--- src/rtl/step_profile_gen.sv ---
// Trapezoidal step-pulse generator for one stepper axis: accelerate, cruise, decelerate.
// Optional soft stop on stop_req when STEP_SOFT_STOP_EN is defined.
module step_profile_gen #(
  parameter int W     = 32,
  parameter int ACC_W = 16
) (
  input  logic         clk,
  input  logic         reset,
  input  logic         start,
  input  logic [W-1:0] n_steps,
  input  logic [W-1:0] t_max,
  input  logic [W-1:0] t_min,
  input  logic [W-1:0] delta,
  input  logic         dir_in,
  input  logic         stop_req,
  output logic         busy,
  output logic         done,
  output logic         step,
  output logic         dir,
  output logic [W-1:0] step_num
);

  typedef enum logic [1:0] {IDLE, ACCEL, CRUISE, DECEL} state_e;

  localparam logic [ACC_W-1:0] ACC_MAX = '1;

  state_e             state_q, state_d;
  logic [W-1:0]       n_q, n_d, tmin_q, tmin_d, tmax_q, tmax_d, delta_q, delta_d;
  logic [W-1:0]       delay_q, delay_d, cnt_q, cnt_d, step_num_q, step_num_d;
  logic [ACC_W-1:0]   acc_q, acc_d;
  logic               dir_q, dir_d, done_q, done_d, step_q, step_d;

  logic [W-1:0]       tmin_in, tmax_in, snn, rem, acc_ext, inc_cl, dec_cl;
  logic [W:0]         inc_w, floor_w;

`ifndef STEP_SOFT_STOP_EN
  logic unused_stop_req;
  assign unused_stop_req = stop_req;
`endif

  always_comb begin
    tmin_in = (t_min < W'(2)) ? W'(2) : t_min;
    tmax_in = (t_max < tmin_in) ? tmin_in : t_max;
    snn     = step_num_q + W'(1);
    rem     = n_q - snn;
    acc_ext = W'(acc_q);
    // Ramp arithmetic in W+1 bits so neither direction can wrap past its clamp.
    inc_w   = {1'b0, delay_q} + {1'b0, delta_q};
    inc_cl  = (inc_w > {1'b0, tmax_q}) ? tmax_q : inc_w[W-1:0];
    floor_w = {1'b0, delta_q} + {1'b0, tmin_q};
    dec_cl  = (floor_w >= {1'b0, delay_q}) ? tmin_q : delay_q - delta_q;
  end

  always_comb begin
    state_d    = state_q;
    n_d        = n_q;
    tmin_d     = tmin_q;
    tmax_d     = tmax_q;
    delta_d    = delta_q;
    delay_d    = delay_q;
    cnt_d      = cnt_q;
    step_num_d = step_num_q;
    acc_d      = acc_q;
    dir_d      = dir_q;
    done_d     = 1'b0;
    step_d     = 1'b0;
    if (state_q == IDLE) begin
      if (start) begin
        n_d        = n_steps;
        tmin_d     = tmin_in;
        tmax_d     = tmax_in;
        delta_d    = delta;
        dir_d      = dir_in;
        step_num_d = '0;
        if (n_steps == '0) begin
          done_d = 1'b1;
        end else begin
          state_d = ACCEL;
          delay_d = tmax_in;
          cnt_d   = '0;
          acc_d   = '0;
        end
      end
    end else begin
      // Registered from the current count, so the pulse trails cnt by one cycle.
      step_d = (cnt_q < (delay_q >> 1));
      if (cnt_q == delay_q - W'(1)) begin
        cnt_d      = '0;
        step_num_d = snn;
        if (snn == n_q) begin
          state_d = IDLE;
          done_d  = 1'b1;
        end
`ifdef STEP_SOFT_STOP_EN
        else if (stop_req && (state_q != DECEL)) begin
          n_d = snn + acc_ext;
          if (acc_q == '0) begin
            state_d = IDLE;
            done_d  = 1'b1;
          end else begin
            state_d = DECEL;
            delay_d = inc_cl;
            acc_d   = acc_q - ACC_W'(1);
          end
        end
`endif
        else if (rem <= acc_ext) begin
          state_d = DECEL;
          delay_d = inc_cl;
          acc_d   = acc_q - ACC_W'(1);
        end else if ((state_q == ACCEL) && ({1'b0, rem} > ({1'b0, acc_ext} + (W+1)'(1)))
                     && (delay_q > tmin_q)) begin
          delay_d = dec_cl;
          acc_d   = (acc_q == ACC_MAX) ? acc_q : acc_q + ACC_W'(1);
          if (dec_cl == tmin_q) state_d = CRUISE;
        end else if (state_q == ACCEL) begin
          state_d = CRUISE;
        end
      end else begin
        cnt_d = cnt_q + W'(1);
      end
    end
  end

  always_ff @(posedge clk or negedge reset) begin
    if (!reset) begin
      state_q    <= IDLE;
      n_q        <= '0;
      tmin_q     <= '0;
      tmax_q     <= '0;
      delta_q    <= '0;
      delay_q    <= '0;
      cnt_q      <= '0;
      step_num_q <= '0;
      acc_q      <= '0;
      dir_q      <= 1'b0;
      done_q     <= 1'b0;
      step_q     <= 1'b0;
    end else begin
      state_q    <= state_d;
      n_q        <= n_d;
      tmin_q     <= tmin_d;
      tmax_q     <= tmax_d;
      delta_q    <= delta_d;
      delay_q    <= delay_d;
      cnt_q      <= cnt_d;
      step_num_q <= step_num_d;
      acc_q      <= acc_d;
      dir_q      <= dir_d;
      done_q     <= done_d;
      step_q     <= step_d;
    end
  end

  assign busy     = (state_q != IDLE);
  assign done     = done_q;
  assign step     = step_q;
  assign dir      = dir_q;
  assign step_num = step_num_q;

endmodule

--- config.mk ---
export PLATFORM = sky130hd
export DESIGN_NAME = step_profile_gen
export DESIGN_NICKNAME = d
export VERILOG_FILES = /design/src/rtl/step_profile_gen.sv
export SDC_FILE = /design/constraint.sdc
export NUM_CORES = 1
export LEC_CHECK = 0
export ABC_AREA = 1
export CAP_MARGIN = 20
export CORE_UTILIZATION = 45
export DETAILED_ROUTE_END_ITERATION = 7
export MAX_ROUTING_LAYER = met4
export SLEW_MARGIN = 20
export SYNTH_ARGS = -nofsm -noshare
export SYNTH_HDL_FRONTEND = slang
export SYNTH_SLANG_ARGS = --single-unit
export TNS_END_PERCENT = 10
--- constraint.sdc ---
create_clock -name clk -period 7.51 [get_ports clk]
set_input_delay 1.1265 -clock clk [delete_from_list [all_inputs] [get_ports clk]]
set_output_delay 1.1265 -clock clk [all_outputs]
set_load 0.01 [all_outputs]
==> impl_metrics.ini, run 1 <==
[status]
outcome = finished clean

[grt]
grtUsageTotal_pct = 29.3
grt_pass1_wl_um = 140000
grt_max_degree = 181
grt_pass1_vias = 25200
overflow = 0
antenna_found_initial = 0

[synthesis]
yosys.area_share.simple_pct = 29.3
synth-compound-area-share_pct = 14.4
netlist_instances = 4078
synthMuxAreaShare_pct = 1.51
ys_warn_count = 0
syn-num-nets = 4553
yosys-top-cells-area = dfrtp_1, ha_1, nand2_1
synthAdderAreaFrac_pct = 15.7
synth_xor_area_share_pct = 7.03
syn_area_per_cell_um2 = 6.75
synth_cell_type_count = 67
synth.cell_area_mm2 = 0.0275
synth_top_family_by_area = simple AND/OR/NAND/NOR gates
synth_edf_count = 0
synth_most_common_cell = nand2_1
synthFlopType = dfrtp_1
ys_seq_area_share_pct = 22.3
ys_seq_elements = 245
synth_top_area_share_pct = 22.3
synth_common_cells = nand2_1, inv_1, nor2_1
synthArstFlopShare_pct = 100
yosysTopAreaCell = dfrtp_1

[finish]
final_cell_count_no_fill = 4984
area_delta_synth_final_pct = 12.8
drive_gt1_share_pct = 4.78
fin_nets = 4656
n_antenna_cell = 0
stdcell_area_mm2 = 0.0310

[worst_setup_path]
cp_max_fo = 9
critPathCaptureType = register
worstPathArrival_ps = 7160
crit_type = register to register
r2r_end = acc_q[15]
cpLargestDelayFamily = simple AND/OR/NAND/NOR gates
critPathSlowestCell = dfrtp_1
r2r_setup_slack_ps = 820
crit_top_cell = nand2_1
cp.buffers_inverters = 5
crit_required_ps = 7980
r2r-start = step_num[1]
critPathLaunchType = register
critPathMaxStageDelay_ps = 400
r2r_cells = 45

[floorplanning]
core_mm2 = 0.0604
fp.dieH_um = 249
ios = 169
die_w_um = 249
initial_utilization_pct = 45.6
rows = 90
dieArea_mm2 = 0.0622

[routing]
drtIter0Drc = 2035
drt-pass1-iter-count = 6
routed_wl_um = 89400
routed-via-count = 27000
drc_errors = 0
routedWlPerCell_um = 17.9
vias_per_cell = 5.42
ant_nets = 0

[flow_run]
drv_cap = 0

[placement]
hpwl_um = 73000
io_buffer_count = 167
dp_cells = 4924
dpl_worst_slack_ps = 356
gp_congestion = 0.968
post_dp_cell_area_mm2 = 0.0299

[clocking]
path_clk_slew_ps = 60
cts_max_level = 2
cts_buffers = 35
cts_tree = yes
cts.sinks = 245
clockBufferDepth = 3
cts.hold.buffers_added = 0
clk_latency_ps = 550
cts_root_buf = clkbuf_16

[timing]
fmax_ghz = 0.149
period_needed_ps = 6690
finalClockSkew_ps = 18.2
tightestPinTransition_ps = 1020
finalSetupTns_ps = 0
setup_ws_ps = 821
setup_violations = 0
period_share_pct = 89.1
report.final.slew_viol_count = 0
rsz0062_at_grt = no
relSlewSlack_pct = 31.4
finalHoldViolations = 0

[hold_path]
hold_depth = 2
hold_start = tmax_q[17]
hold_class = register to register
holdPathEnd = tmax_q[17]
-- cell usage in the layout, fill, tap and decap left out, drive strengths merged, types with 11 or more instances in the layout --
cell type / count
a21oi: 299
o21bai: 12
nand4: 144
nor4: 40
clkbuf: 46
nand3: 280
mux2: 37
dfrtp: 245
a31oi: 12
buf: 27
a211oi: 18
nor3: 70
o22ai: 22
o21a: 11
xor2: 184
inv: 569
clkdlybuf4s50: 166
o21ai: 229
xnor2: 37
o211ai: 41
nand2: 802
ha: 337
nor2: 474
a21o: 14
-- kinds of logic after synthesis --
group           after synthesis
flops                       245
compound gates              697
fa+ha+maj                   342
mux                          37
buf+inv                     696
simple gates               1840
xor+xnor                    221
-- registers in the layout, summed over array words and instances, names as in the netlist --
name / flops
state_q: 2
done: 1
acc_q: 16
delta_q: 32
n_q: 32
tmin_q: 32
tmax_q: 32
step: 1
cnt_q: 32
step_num: 32
delay_q: 32
dir: 1
-- worst max-delay path by stage --
stage / start / cells after the start / to
2_1_floorplan: step_num[1] / 45 / acc_q[15]
3_3_place_gp: step_num[1] / 50 / acc_q[12]
3_5_place_dp: step_num[1] / 46 / acc_q[15]
4_1_cts: step_num[1] / 50 / acc_q[12]
5_1_grt: step_num[1] / 50 / acc_q[12]
6_report: step_num[1] / 45 / acc_q[15]
-- layout make-up --
type / instances / area (um2)
Timing Repair Buffer: 193 / 1920
Tap cell: 782 / 978
Fill cell: 6245 / 29300
Clock buffer: 46 / 967
Inverter: 569 / 2140
Multi-Input combinational cell: 3137 / 18800
Sequential cell: 245 / 6130
Clock inverter: 12 / 103
-- per-layer routing --
metal | part of all wire [%] | track usage, % | vias up
met3 | 4.2 | 2.47 | 144
met5 | 0 | - | -
met2 | 49 | 50.4 | 638
li1 | - | - | 13800
met4 | 3.4 | 10.1 | 0
met1 | 43 | 35.8 | 12400
-- what timing repair did --
action	in CTS	in global routing
gates resized for setup	0	24
buffers inserted	0	2
setup endpoints to repair	0	5
-- tightest hold or removal path, cell delays in order (launching register included) --
cell and delay, ps:
dfrtp_1 340, nand2_1 50, o21ai_0 60
-- stage by stage --
stage,utilization [%],hold WS (ps)
floorplan,-,453
global placement,49.5,468
detailed placement,49.5,473
CTS,51.3,487
global route,51.4,516
finish,51.4,484
Power of run 1 is left out: the tool's default activity adds up to more than one toggle a clock period on the data nets, which glitch-free logic cannot reach.
==> inputs of run 2 (changes only) <==
Settings changed: SETUP_SLACK_MARGIN set to 0.2.
==> run 2 against run 1 <==
Against the previous run: global-route usage stayed put; worst setup slack better by 110 ps; final area is 0.25% higher; hold slack worse by 0.70 ps; wire length is 0.17% higher; sequential share of layout area hardly changed; clock-buffer cell count stayed put; via count hardly changed; clock skew is 0.74 ps higher; final cell count hardly changed; non-clock buffer count is 1 higher; critical path type unchanged; highest routed layer unchanged.
==> impl_metrics.ini, run 2 (synthesis results as in run 1) <==
[status]
outcome = finished clean

[finish]
final_cell_mix = nand2_1, inv_1, nor2_1
fin_nets = 4657
fillerInstances = 6234
drive_gt1_share_pct = 5.07
layout_commonest_cell = nand2_1
area_delta_synth_final_pct = 13.1
n_antenna_cell = 0

[grt]
grt_util_met2_pct = 50.4
grt_max_degree = 181
overflow = 0
top_usage_layer = met2
grt_use_met1_pct = 35.8
grtUsageTotal_pct = 29.3
grt_pass1_wl_um = 140000
antenna_found_initial = 0
grt_pass1_vias = 25200
use_met3_pct = 2.47

[floorplanning]
fp.dieH_um = 249
die_w_um = 249
dieArea_mm2 = 0.0622
core_mm2 = 0.0604
rows = 90
initial_utilization_pct = 45.6
ios = 169

[timing]
period_needed_ps = 6580
finalClockSkew_ps = 18.9
rsz0062_at_grt = no
finalSetupTns_ps = 0
fmax_ghz = 0.152
setup_violations = 0
tightestPinTransition_ps = 972
report.final.slew_viol_count = 0
relSlewSlack_pct = 34.6
period_share_pct = 87.6
finalHoldViolations = 0

[worst_setup_path]
critPathSlowestCell = dfrtp_1
worstPathArrival_ps = 7000
cp_max_fo = 9
r2r_setup_slack_ps = 930
crit_type = register to register
r2r_end = acc_q[12]
worstSetupStartpoint = step_num[1]
critPathLaunchType = register
r2r-start = step_num[1]
critPathCaptureType = register
r2r_cells = 50
crit_required_ps = 7930
critPathMaxStageDelay_ps = 400
crit_top_cell = nand2_1

[placement]
hpwl_um = 73000
io_buffer_count = 167
gp_congestion = 0.968

[clocking]
clockBufferDepth = 3
clk_latency_ps = 550
cts_buffers = 35
path_clk_slew_ps = 60
cts.hold.buffers_added = 0
cts_tree = yes
cts_max_level = 2
cts_root_buf = clkbuf_16
cts.sinks = 245

[hold_path]
hold_class = register to register
holdPathEnd = tmax_q[17]
hold_start = tmax_q[17]
hold_depth = 2

[routing]
ant_nets = 0
routed_wl_um = 89600
drt-pass1-iter-count = 6
vias_per_cell = 5.42
drtIter0Drc = 2069
routed-via-count = 27000
drc_errors = 0
routedWlPerCell_um = 18.0

[flow_run]
drv_cap = 0
run 2: final cells by class:
cell class / instances / area, um2 / share of cell area, %
clock buffers: 46 / 967 / 3.11
clock inverters: 12 / 103 / 0.330
inverters: 569 / 2140 / 6.86
multi-input cells: 3137 / 18900 / 60.7
flip-flops and latches: 245 / 6130 / 19.7
well taps: 782 / 978 / 3.14
repair buffers: 194 / 1930 / 6.20
run 2: worst max path at each step:
| stage | to | slack (ps) | cells after the start |
|---|---|---|---|
| floorplan | acc_q[15] | 1090 | 45 |
| global placement | acc_q[12] | 430 | 50 |
| detailed placement | acc_q[15] | 360 | 46 |
| CTS | acc_q[12] | 300 | 50 |
| global route | acc_q[12] | 170 | 55 |
| finish | acc_q[12] | 930 | 50 |
run 2: per-layer routing:
layer / vias to the layer above / wire length, um
li1: 13800 / -
met5: - / 0
met2: 622 / 44200
met4: 0 / 3000
met1: 12400 / 38800
met3: 144 / 3610
run 2: critical path: cells and delay by family (launching register included):
family / cells / cell delay, ps
compound gates: 11 / 1380
xor+xnor: 1 / 310
fa+ha+maj: 4 / 1070
buf+inv: 7 / 580
flops: 1 / 400
simple gates: 27 / 2700
run 2: repair_timing:
action                                  4_1_cts  5_1_grt
buffers inserted                              0        3
endpoints found under the setup margin        0        7
gates resized for setup                       0       37
run 2: per-stage QoR:
stage,worst slack (ps),utilization (%),std cells,hold WS (ps),instance area (um2)
5_1_grt,165,51.6,4985,516,31100
3_5_place_dp,356,49.5,4924,473,29900
3_3_place_gp,431,49.5,4924,468,29900
6_report,932,51.6,4985,483,31100
4_1_cts,305,51.3,4982,487,30900
2_1_floorplan,1090,-,4078,453,27500
Power of run 2 is left out for the same reason.
